## config.mk

```make
export PLATFORM = sky130hd
export DESIGN_NAME = rst_seq_ctrl
export DESIGN_NICKNAME = d
export VERILOG_FILES = /design/src/rtl/rst_seq_pkg.sv /design/src/rtl/rst_seq_ctrl.sv
export SDC_FILE = /design/constraint.sdc
export NUM_CORES = 1
export LEC_CHECK = 0
export BUFFER_PORTS_ARGS = -buffer_cell sky130_fd_sc_hd__buf_2
export CAP_MARGIN = 20
export CORE_UTILIZATION = 56
export CTS_CLUSTER_DIAMETER = 30
export CTS_CLUSTER_SIZE = 24
export DETAILED_ROUTE_END_ITERATION = 12
export GPL_TIMING_DRIVEN = 1
export HOLD_SLACK_MARGIN = 0.1
export PLACE_DENSITY = 0.88
export SYNTH_ARGS = -nofsm -noshare
export SYNTH_HDL_FRONTEND = slang
export SYNTH_SLANG_ARGS = --single-unit
```

## constraint.sdc

```tcl
create_clock -name clk -period 3.2 [get_ports clk]
set_input_delay 0.32 -clock clk [delete_from_list [all_inputs] [get_ports clk]]
set_output_delay 0.32 -clock clk [all_outputs]
set_load 0.05 [all_outputs]
```

## src/rtl/rst_seq_pkg.sv

```systemverilog
// Shared types and default sizing for the reset sequencer.
package rst_seq_pkg;

  typedef enum logic [1:0] {
    HOLD = 2'd0,
    WAIT = 2'd1,
    RUN  = 2'd2
  } rst_seq_state_t;

  localparam int DEF_NUM_DOMAINS = 4;
  localparam int DEF_CNTR_W      = 8;
  localparam int DEF_HOLD_CYCLES = 16;

endpackage

```

## src/rtl/rst_seq_ctrl.sv

```systemverilog
// Ordered reset release: hold every domain, then release them one at a time,
// each after its own programmable delay. A software request restarts the run.
module rst_seq_ctrl
  import rst_seq_pkg::*;
#(
  parameter int NUM_DOMAINS = DEF_NUM_DOMAINS,
  parameter int CNTR_W      = DEF_CNTR_W,
  parameter int HOLD_CYCLES = DEF_HOLD_CYCLES,
  localparam int IDX_W      = (NUM_DOMAINS > 1) ? $clog2(NUM_DOMAINS) : 1
) (
  input  logic                          clk,
  input  logic                          rst_sync,
  input  logic                          sw_rst_req,
  input  logic [NUM_DOMAINS*CNTR_W-1:0] cfg_dly,
  output logic [NUM_DOMAINS-1:0]        dom_rst_n,
  output logic [IDX_W-1:0]              seq_idx,
  output logic                          busy,
  output logic                          done
);

  localparam logic [CNTR_W-1:0] HOLD_LAST = CNTR_W'(HOLD_CYCLES - 1);
  localparam logic [IDX_W-1:0]  LAST_IDX  = IDX_W'(NUM_DOMAINS - 1);

  rst_seq_state_t          state_q, state_d;
  logic [CNTR_W-1:0]       cnt_q, cnt_d;
  logic [IDX_W-1:0]        idx_q, idx_d;
  logic [NUM_DOMAINS-1:0]  dom_q, dom_d;
  logic                    busy_q, busy_d;
  logic                    done_q, done_d;
  logic                    capture;
  logic [CNTR_W-1:0]       dly_q [NUM_DOMAINS];

  always_comb begin
    state_d = state_q;
    cnt_d   = cnt_q;
    idx_d   = idx_q;
    dom_d   = dom_q;
    capture = 1'b0;

    // A request wins over any release scheduled in the same cycle.
    if (sw_rst_req) begin
      state_d = HOLD;
      cnt_d   = '0;
      idx_d   = '0;
      dom_d   = '0;
    end else begin
      unique case (state_q)
        HOLD: begin
          if (cnt_q == HOLD_LAST) begin
            state_d = WAIT;
            cnt_d   = '0;
            idx_d   = '0;
            capture = 1'b1;
          end else begin
            cnt_d = cnt_q + 1'b1;
          end
        end
        WAIT: begin
          if (cnt_q == dly_q[idx_q]) begin
            dom_d[idx_q] = 1'b1;
            cnt_d        = '0;
            if (idx_q == LAST_IDX) begin
              state_d = RUN;
            end else begin
              idx_d = idx_q + 1'b1;
            end
          end else begin
            cnt_d = cnt_q + 1'b1;
          end
        end
        RUN: begin
          dom_d = '1;
          idx_d = LAST_IDX;
        end
        default: begin
          state_d = HOLD;
          cnt_d   = '0;
          idx_d   = '0;
          dom_d   = '0;
        end
      endcase
    end

    done_d = (state_d == RUN);
    busy_d = !done_d;
  end

  always_ff @(posedge clk) begin
    if (rst_sync) begin
      state_q <= HOLD;
      cnt_q   <= '0;
      idx_q   <= '0;
      dom_q   <= '0;
      busy_q  <= 1'b1;
      done_q  <= 1'b0;
    end else begin
      state_q <= state_d;
      cnt_q   <= cnt_d;
      idx_q   <= idx_d;
      dom_q   <= dom_d;
      busy_q  <= busy_d;
      done_q  <= done_d;
    end
  end

  // Delays are frozen at the HOLD->WAIT transition for the whole sequence.
  for (genvar gi = 0; gi < NUM_DOMAINS; gi++) begin : g_shadow
    always_ff @(posedge clk) begin
      if (rst_sync) begin
        dly_q[gi] <= '0;
      end else if (capture) begin
        dly_q[gi] <= cfg_dly[gi*CNTR_W +: CNTR_W];
      end
    end
  end

  assign dom_rst_n = dom_q;
  assign seq_idx   = idx_q;
  assign busy      = busy_q;
  assign done      = done_q;

endmodule

```

# [Word-level counts from Yosys, hierarchy flattened]
# Memory sizes are Yosys's and may differ from the RTL's. A register that Yosys moved wholly into a read port is not among the register bits.
# Index checks and enable logic that the tools add are counted.
[word_totals] ff_bits=18 mem_bits_rw=32 inputBits=35 word_cells=62 mem_count=1
[classes] add_sub_neg=2 order_cmp=2 eq_ne=9 muxes=30 bitwise_logic=6 n_reduce_logical=6
[mem_list] memory="dly_q" words=4 width=8 read_ports=1 rd_clocked_by_memory_dff=1 wr=4 line="rst_seq_ctrl.sv:31" rtl="logic [CNTR_W-1:0] dly_q [NUM_DOMAINS];"
[op_table] operator="$mux 8" count=6
[op_table] operator="$pmux 8 s3" count=1
[op_table] operator="$mux 2" count=9
[op_table] operator="$pmux 2 s3" count=2
[op_table] operator="$pmux 4 s3" count=1
[op_table] operator="$mux 1" count=9
[op_table] operator="$add 8x1->8 const B" count=1
[op_table] operator="$eq 8x4->1 const B" count=1
[op_table] operator="$eq 8x8->1" count=1
[op_table] operator="$eq 2x2->1 const B" count=3
[op_table] operator="$ne 2x2->1 const B" count=3
[op_table] operator="$mux 4" count=1
[op_table] operator="$or 1x1->1" count=4
[op_table] operator="$or 4x4->4" count=1
[op_table] operator="$lt 2x3->1 const B" count=1
[op_table] operator="$reduce_and 3->1" count=1
[op_table] operator="$add 2x1->2 const B" count=1
[op_table] operator="$demux 1 s2" count=1
[op_table] operator="$eq 2x1->1 const B" count=1
[op_table] operator="$ge 2x1->1 const B" count=1
[op_table] operator="$logic_not 2->1" count=1
[op_table] operator="$reduce_and 2->1" count=1
[op_table] operator="$reduce_or 2->1" count=1
[op_table] operator="$logic_and 1x1->1" count=1
[op_table] operator="other kinds (2)" count=2

# [Logic depth before layout (Yosys ltp)]
# Gate-level depths: netlist of run 1.
[logic_depth] ltp_word=8 ltp_mapped=8 ltp_nobuf=7

# [Worst setup path after synthesis of run 1]
# No wires, ideal clock.
[synth_path] path_type="register to register" start="register cnt_q[0]" end="memory dly_q[0][0] (netlist bit) (enable)" setup_ns=0.428 arrival_ns=2.397 required_ns=2.772 path_slack_ns=0.375 path_stages_with_launch=5 n_path_buf=0 period_less_slack_ns=2.825 cell_sequence="dfxtp_1 > ha_1 > and3_1 > nand3_1 > o21bai_1"
[synth_rtl] element="from (decl)" line="rst_seq_ctrl.sv:25" rtl="logic [CNTR_W-1:0] cnt_q, cnt_d;"
[synth_rtl] element="from (signal assigned)" line="rst_seq_ctrl.sv:98" rtl="cnt_q <= cnt_d;"
[synth_rtl] element="to (decl)" line="rst_seq_ctrl.sv:31"

==> results of run 1 <==
Yosys cell counts (5+ instances only):
master / number
nand3_1: 5
dfxtp_1: 20
mux4_2: 8
clkbuf_1: 9
xnor2_1: 11
nor3_1: 5
edfxtp_1: 32
nand2_1: 8
o211ai_1: 5
a21oi_1: 6
nor2_1: 14
and2_1: 33
ha_1: 10
worst min path at each step:
stage,from,end,cells past startpoint
after global placement,dom_rst_n[2],dom_rst_n[2],2
after CTS,rst_sync,state_q[0],2
after detailed placement,dom_rst_n[3],dom_rst_n[3],2
after global routing,rst_sync,state_q[0],2
after floorplan,rst_sync,state_q[0],1
final,rst_sync,state_q[0],2
flip-flops by register name, summed over array words and instances, names as in the netlist, named ones only:
register,cells
dly_q,32
cnt_q,8
dom_rst_n,4
seq_idx,2
state_q,2
busy,1
done,1
layout by cell type (no fill, tap or decap), drive strengths merged, types with 3 or more instances in the layout:
cell type	Yosys	layout
a21oi	6	6
and2	33	33
buf	1	46
clkbuf	9	5
dfxtp	20	20
edfxtp	32	32
ha	10	10
inv	4	4
mux2i	4	4
mux4	8	8
nand2	8	8
nand3	5	5
nor2	15	15
nor3	5	5
nor4	3	3
o211ai	5	5
o21ai	3	3
o21bai	3	3
xnor2	11	11
worst max-delay path, delay by kind of cell (launching register included):
family                    cells  cell delay, ns
AOI/OAI and AO/OA             2            0.58
xor gates and xnor gates      1            0.16
DFF                           1            0.63
muxes                         1            0.58
and+or+nand+nor               2            0.36
final cells by class:
| class | instances | area, µm² | area share |
|---|---|---|---|
| flip-flops and latches | 52 | 1361 | 0.4626 |
| multi-input cells | 148 | 1170 | 0.3975 |
| repair buffers | 46 | 240.2 | 0.08163 |
| clock buffers | 5 | 68.82 | 0.02338 |
| well taps | 52 | 65.06 | 0.02211 |
| clock inverters | 3 | 18.77 | 0.006378 |
| inverters | 5 | 18.77 | 0.006378 |
cell families (layout without fill, tap and decap cells):
kind of cell,Yosys count,in the layout,share of synthesized area
AOI/OAI and AO/OA,35,35,0.1067
xor gates and xnor gates,12,12,0.04056
adders and majority gates,10,10,0.04829
buffers and inverters,15,59,0.02462
DFF,52,52,0.5253
muxes,12,12,0.08498
and+or+nand+nor,79,79,0.1695
per-stage QoR:
step | cells | instance area (µm²) | utilization | hold WS [ns]
2_1_floorplan | 215 | 2591 | - | 0.3928
3_3_place_gp | 303 | 2855 | 0.6468 | 0.4609
3_5_place_dp | 303 | 2855 | 0.6468 | 0.4732
4_1_cts | 311 | 2943 | 0.6667 | 0.1889
5_1_grt | 311 | 2943 | 0.6667 | 0.2032
6_report | 311 | 2943 | 0.6667 | 0.1947
per-layer routing:
metal	wire length, µm	vias up	share of wire
li1	-	874	-
met1	2083	810	0.44
met2	2304	61	0.49
met3	223	8	0.047
met4	84	0	0.018
met5	0	-	0
where the power goes:
part	switching (µW)	internal, µW	leakage (µW)
sequential	6.72	723	0.000492
clock	219	151	0.0000378
combinational	25.0	27.7	0.000632
total	251	902	0.00116
==> flow_metrics.env, run 1 <==
export IMPL_rsz0062_at_grt="no"
export IMPL_antennaDiodeCount=0
export IMPL_first_iter_violations=133
export IMPL_cp_arrival_ns=2.62
export IMPL_peakVddDrop_uv=356.3
export IMPL_critPathLaunchType="register"
export IMPL_setup_viol=0
export IMPL_synth_seq_cells=52
export IMPL_clockRootBuffer="clkbuf_8"
export IMPL_fillers=319
export IMPL_tritoncts="yes"
export IMPL_grt_pass1_vias=1692
export IMPL_syn2layout_area_growth_pct=13.57
export IMPL_port_buffers=42
export IMPL_nNetsFinal=303
export IMPL_synthDistinctLibCells=44
export IMPL_ios=43
export IMPL_holdCritPathClass="input port to register"
export IMPL_avgSynthCellArea_um2=12.05
export IMPL_drive_gt1_frac=0.2664
export IMPL_hpwlAfterDp_um=3373
export IMPL_grt_first_pass_wirelength_um=8052
export IMPL_powerDensity_nw_per_um2=391.6
export IMPL_grt_busiest_layer="met2"
export IMPL_via_per_inst=5.637
export IMPL_dieHeight_um=70.03
export IMPL_antenna_found_initial=0
export IMPL_coreArea_um2=4414
export IMPL_wl_per_cell_um=15.10
export IMPL_synthArstFlopShare=0
export IMPL_status="complete, no violations"
export IMPL_p_total_uw=1152
export IMPL_routed_wl_um=4696
export IMPL_crit_path_end_kind="register"
export IMPL_syn_nets=260
export IMPL_cap_violations=0
export IMPL_post_cts_resized=0
export IMPL_tightestPinTransition_ns=0.7077
export IMPL_rrSetupSlack_ns=0.75
export IMPL_syn_cell_area_um2=2591
export IMPL_place_congestion=0.8444
export IMPL_ys_seq_area_frac=0.5254
export IMPL_path_cells="mux4_2 > xnor2_1 > nand4_1 > o41ai_2 > nand4b_1 > o31ai_1"
export IMPL_syn_inst=215
export IMPL_grt_use_total=0.2121
export IMPL_period_minus_slack_ns=2.447
export IMPL_crit_fanout=8
export IMPL_ys_top_cells_by_area="edfxtp_1 (37%), dfxtp_1 (15%), and2_1 (8.0%)"
export IMPL_initial_utilization=0.5870
export IMPL_cts_sinks=52
export IMPL_grt_util_met1=0.2827
export IMPL_post_cts_buffers=0
export IMPL_use_met2=0.3355
export IMPL_row_count=24
export IMPL_crit_required_ns=3.37
export IMPL_met3_usage=0.04185
export IMPL_final_max_slew_viol_count=0
export IMPL_die_width_um=70.03
export IMPL_max_stage_delay_ns=0.63
export IMPL_drt_first_pass_iters=4
export IMPL_clk_path_buf_depth=2
export IMPL_clock_skew_ns=0.004061
export IMPL_yosys_warnings=0
export IMPL_drc_errors=0
export IMPL_leakage_uw=0.001162
export IMPL_die_area_um2=4904
export IMPL_fin_crit_sh=0.7648
export IMPL_synth_edf_count=32
export IMPL_cts_buffers=5
export IMPL_yosysTopAreaCell="edfxtp_1"
export IMPL_finalHoldViolCount=0
export IMPL_synthFlopType="edfxtp_1"
export IMPL_yosys_area_top_type_share=0.3708
export IMPL_layout_setup_ws_ns=0.7526
export IMPL_htreeDepth=2
export IMPL_maxSlewHeadroom=0.5282
export IMPL_clock_latency_ns=0.31
export IMPL_clk_pin_slew_ns=0.09
export IMPL_vias=1753
export IMPL_antenna_left=0
export IMPL_path_class="register to register"
export IMPL_r2r_cells=6
export IMPL_grt_overflow=0
export IMPL_pre_cts_ws_ns=0.8404
export IMPL_fmax_mhz=408.6
export IMPL_grt_max_degree=33
export IMPL_slowest_stage="dfxtp_1"
export IMPL_final_setup_tns_ns=0
export IMPL_hold_buffers=0
(Power assumes the default switching activity.)
==> run 2, diff against run 1 <==
--- a/config.mk
+++ b/config.mk
@@ -5,15 +5,16 @@
 export SDC_FILE = /design/constraint.sdc
 export NUM_CORES = 1
 export LEC_CHECK = 0
+export ABC_AREA = 1
 export BUFFER_PORTS_ARGS = -buffer_cell sky130_fd_sc_hd__buf_2
 export CAP_MARGIN = 20
-export CORE_UTILIZATION = 56
+export CORE_UTILIZATION = 57
 export CTS_CLUSTER_DIAMETER = 30
 export CTS_CLUSTER_SIZE = 24
 export DETAILED_ROUTE_END_ITERATION = 12
 export GPL_TIMING_DRIVEN = 1
 export HOLD_SLACK_MARGIN = 0.1
-export PLACE_DENSITY = 0.88
+export PLACE_DENSITY = 0.89
 export SYNTH_ARGS = -nofsm -noshare
 export SYNTH_HDL_FRONTEND = slang
 export SYNTH_SLANG_ARGS = --single-unit
==> constraint.sdc (replaced) <==
create_clock -name clk -period 2.5 [get_ports clk]
set_input_delay 0.25 -clock clk [delete_from_list [all_inputs] [get_ports clk]]
set_output_delay 0.25 -clock clk [all_outputs]
set_load 0.05 [all_outputs]
==> run 2 against run 1 <==
Total power up 47%; non-clock buffer count unchanged; utilization up 1.0 points; synthesized area up 8.0%; critical path type unchanged.
==> flow_metrics.env, run 2 <==
export IMPL_cp_arrival_ns=2.39
export IMPL_clock_latency_ns=0.31
export IMPL_clk_pin_slew_ns=0.09
export IMPL_drive_gt1_frac=0.1811
export IMPL_syn_nets=393
export IMPL_syn2layout_area_growth_pct=14.27
export IMPL_leakage_uw=0.001520
export IMPL_yosys_area_top_type_share=0.3435
export IMPL_nNetsFinal=436
export IMPL_highest_signal_layer="met4"
export IMPL_grt_max_degree=33
export IMPL_row_count=25
export IMPL_routed_wl_met3_um=276
export IMPL_routed_wl_um=5428
export IMPL_crit_fanout=16
export IMPL_grt_first_pass_wirelength_um=9273
export IMPL_first_iter_violations=172
export IMPL_fin_crit_sh=0.8645
export IMPL_ios=43
export IMPL_mostFrequentLayoutCell="nand2_1"
export IMPL_fmax_mhz=462.7
export IMPL_synthDistinctLibCells=28
export IMPL_grt_overflow=0
export IMPL_setup_viol=0
export IMPL_whs_endpoint="state_q[0]"
export IMPL_hpwlAfterDp_um=3932
export IMPL_crit_required_ns=2.72
export IMPL_hold_buffers=0
export IMPL_m1WireLength_um=2330
export IMPL_final_setup_tns_ns=0
export IMPL_die_area_um2=5193
export IMPL_synth_edf_count=32
export IMPL_syn_cell_area_um2=2798
export IMPL_synth_fa_ha_area_frac=0.04472
export IMPL_avgSynthCellArea_um2=8.039
export IMPL_holdCritPathClass="input port to register"
export IMPL_powerDensity_nw_per_um2=528.7
export IMPL_initial_utilization=0.5923
export IMPL_post_cts_buffers=0
export IMPL_period_minus_slack_ns=2.161
export IMPL_yosysTopAreaCell="edfxtp_1"
export IMPL_grt_use_total=0.2327
export IMPL_place_congestion=0.8643
export IMPL_drc_errors=0
export IMPL_status="complete, no violations"
export IMPL_final_cell_mix="nand2_1 (88), inv_1 (57), nor2_1 (46)"
export IMPL_peakVddDrop_uv=395.1
export IMPL_clockRootBuffer="clkbuf_8"
export IMPL_cts_buffers=5
export IMPL_finalHoldViolCount=0
export IMPL_p_total_uw=1690
export IMPL_crit_path_end_kind="register"
export IMPL_dieHeight_um=72.06
export IMPL_die_width_um=72.06
export IMPL_antenna_left=0
export IMPL_drt_first_pass_iters=4
export IMPL_regMostFlops="dly_q"
export IMPL_htreeDepth=2
export IMPL_yosys_warnings=0
export IMPL_register_area_um2=1361
export IMPL_synth_compound_area_frac=0.04472
export IMPL_maxSlewHeadroom=0.6171
export IMPL_synth_area_mux_share=0
export IMPL_synthArstFlopShare=0
export IMPL_syn_inst=348
export IMPL_largest_reg_flops=32
export IMPL_cap_violations=0
export IMPL_tritoncts="yes"
export IMPL_rsz0062_at_grt="no"
export IMPL_final_max_slew_viol_count=0
export IMPL_synth_top_family_by_area="simple AND/OR/NAND/NOR gates"
export IMPL_via_per_inst=4.885
export IMPL_ys_top_cells_by_area="edfxtp_1 (34%), dfxtp_1 (14%), nand2_1 (12%)"
export IMPL_rrSetupSlack_ns=0.34
export IMPL_clock_skew_ns=0.005566
export IMPL_vias=2242
export IMPL_ys_seq_area_frac=0.4866
export IMPL_fillers=373
export IMPL_critPathLaunchType="register"
export IMPL_coreArea_um2=4723
export IMPL_multiInputGateArea_um2=1155
export IMPL_synth_most_common_cell="nand2_1"
export IMPL_synth_seq_cells=52
export IMPL_hold_start="rst_sync"
export IMPL_wl_per_cell_um=11.83
export IMPL_synth_xor_area_share=0.01252
export IMPL_port_buffers=42
export IMPL_post_cts_resized=0
export IMPL_r2r_cells=14
export IMPL_antennaDiodeCount=0
export IMPL_wl_met2_um=2735
export IMPL_tightestPinTransition_ns=0.5744
export IMPL_grt_pass1_vias=2156
export IMPL_synthTopCellsByCount="nand2_1 (88), inv_1 (57), nor2_1 (46)"
export IMPL_hold_depth=2
export IMPL_synthFlopType="edfxtp_1"
export IMPL_cts_sinks=52
export IMPL_antenna_found_initial=0
export IMPL_clk_path_buf_depth=2
export IMPL_path_class="register to register"
export IMPL_yosys_area_share_simple=0.3095
==> run 2: cell count changes in the layout (fill, tap and decap cells not counted), sizes merged, moves of 3 or more <==
cell | previous run | this run
nand2 | 8 | 96
inv | 4 | 59
and2 | 33 | 0
nor2 | 15 | 48
nand3 | 5 | 37
xnor2 | 11 | 0
a21oi | 6 | 14
mux4 | 8 | 0
nand4 | 2 | 7
o211ai | 5 | 0
mux2i | 4 | 0
nor3 | 5 | 2
nor4 | 3 | 0
xor2 | 1 | 4
==> run 2: worst max-delay path, cell delays in order, from the launching register on <==
cell and delay (ns):
dfxtp_1 0.63, inv_4 0.18, nand2_2 0.10, nand3_1 0.11, nand2_1 0.10, nand2_1 0.06, nand2_1 0.09, nand2_2 0.08
nor2_4 0.15, nand2_4 0.08, nand2_8 0.09, nand3_4 0.07, nand2_1 0.08, nand2_1 0.07, nor2_1 0.19
==> run 2: layout make-up <==
class | instances | area share
multi-input cells | 227 | 0.3613
clock inverters | 2 | 0.01879
well taps | 67 | 0.02622
repair buffers | 46 | 0.07515
inverters | 59 | 0.07006
flip-flops and latches | 52 | 0.4258
clock buffers | 6 | 0.02270
==> run 2: how the worst max path moves through the flow <==
stage                     startpoint           to  slack [ns]  depth (start not counted)
final                       register     register        0.34                         14
after global routing        cnt_q[1]  dly_q[3][4]        0.18                          8
after CTS                   register     register        0.37                         14
after detailed placement    cnt_q[1]  dly_q[2][5]        0.39                          8
after global placement      cnt_q[1]  dly_q[2][4]        0.51                          8
after floorplan             cnt_q[1]  dly_q[0][0]        0.13                          7
==> run 2: power by group <==
group,leakage [µW],total (µW),switching (µW),internal [µW]
Combinational,0.000963,83.6,47.5,36.1
Clock,0.0000654,674,274,400
Sequential,0.000492,932,7.42,925
Total,0.00152,1690,329,1360
==> run 2: cells by family after synthesis <==
family	Yosys count
and+or+nand+nor	190
buffers and inverters	69
DFF	52
AOI/OAI and AO/OA	23
adders and majority gates	10
xor gates and xnor gates	4
==> run 2: layer usage <==
layer	up-vias	global-route usage
li1	1176	-
met1	982	0.2883
met2	72	0.3977
met3	12	0.04583
met4	0	0.09586
met5	-	0
==> run 2: through the flow <==
step	std cells	util	hold slack [ns]	cell area [µm²]	setup slack [ns]
finish	459	0.6768	0.1184	3197	0.3387
global route	459	0.6768	0.1128	3197	0.1776
CTS	459	0.6768	0.1120	3197	0.3690
detailed placement	451	0.6487	0.4423	3064	0.3949
global placement	451	0.6487	0.4432	3064	0.5102
floorplan	348	-	0.3224	2801	0.1274
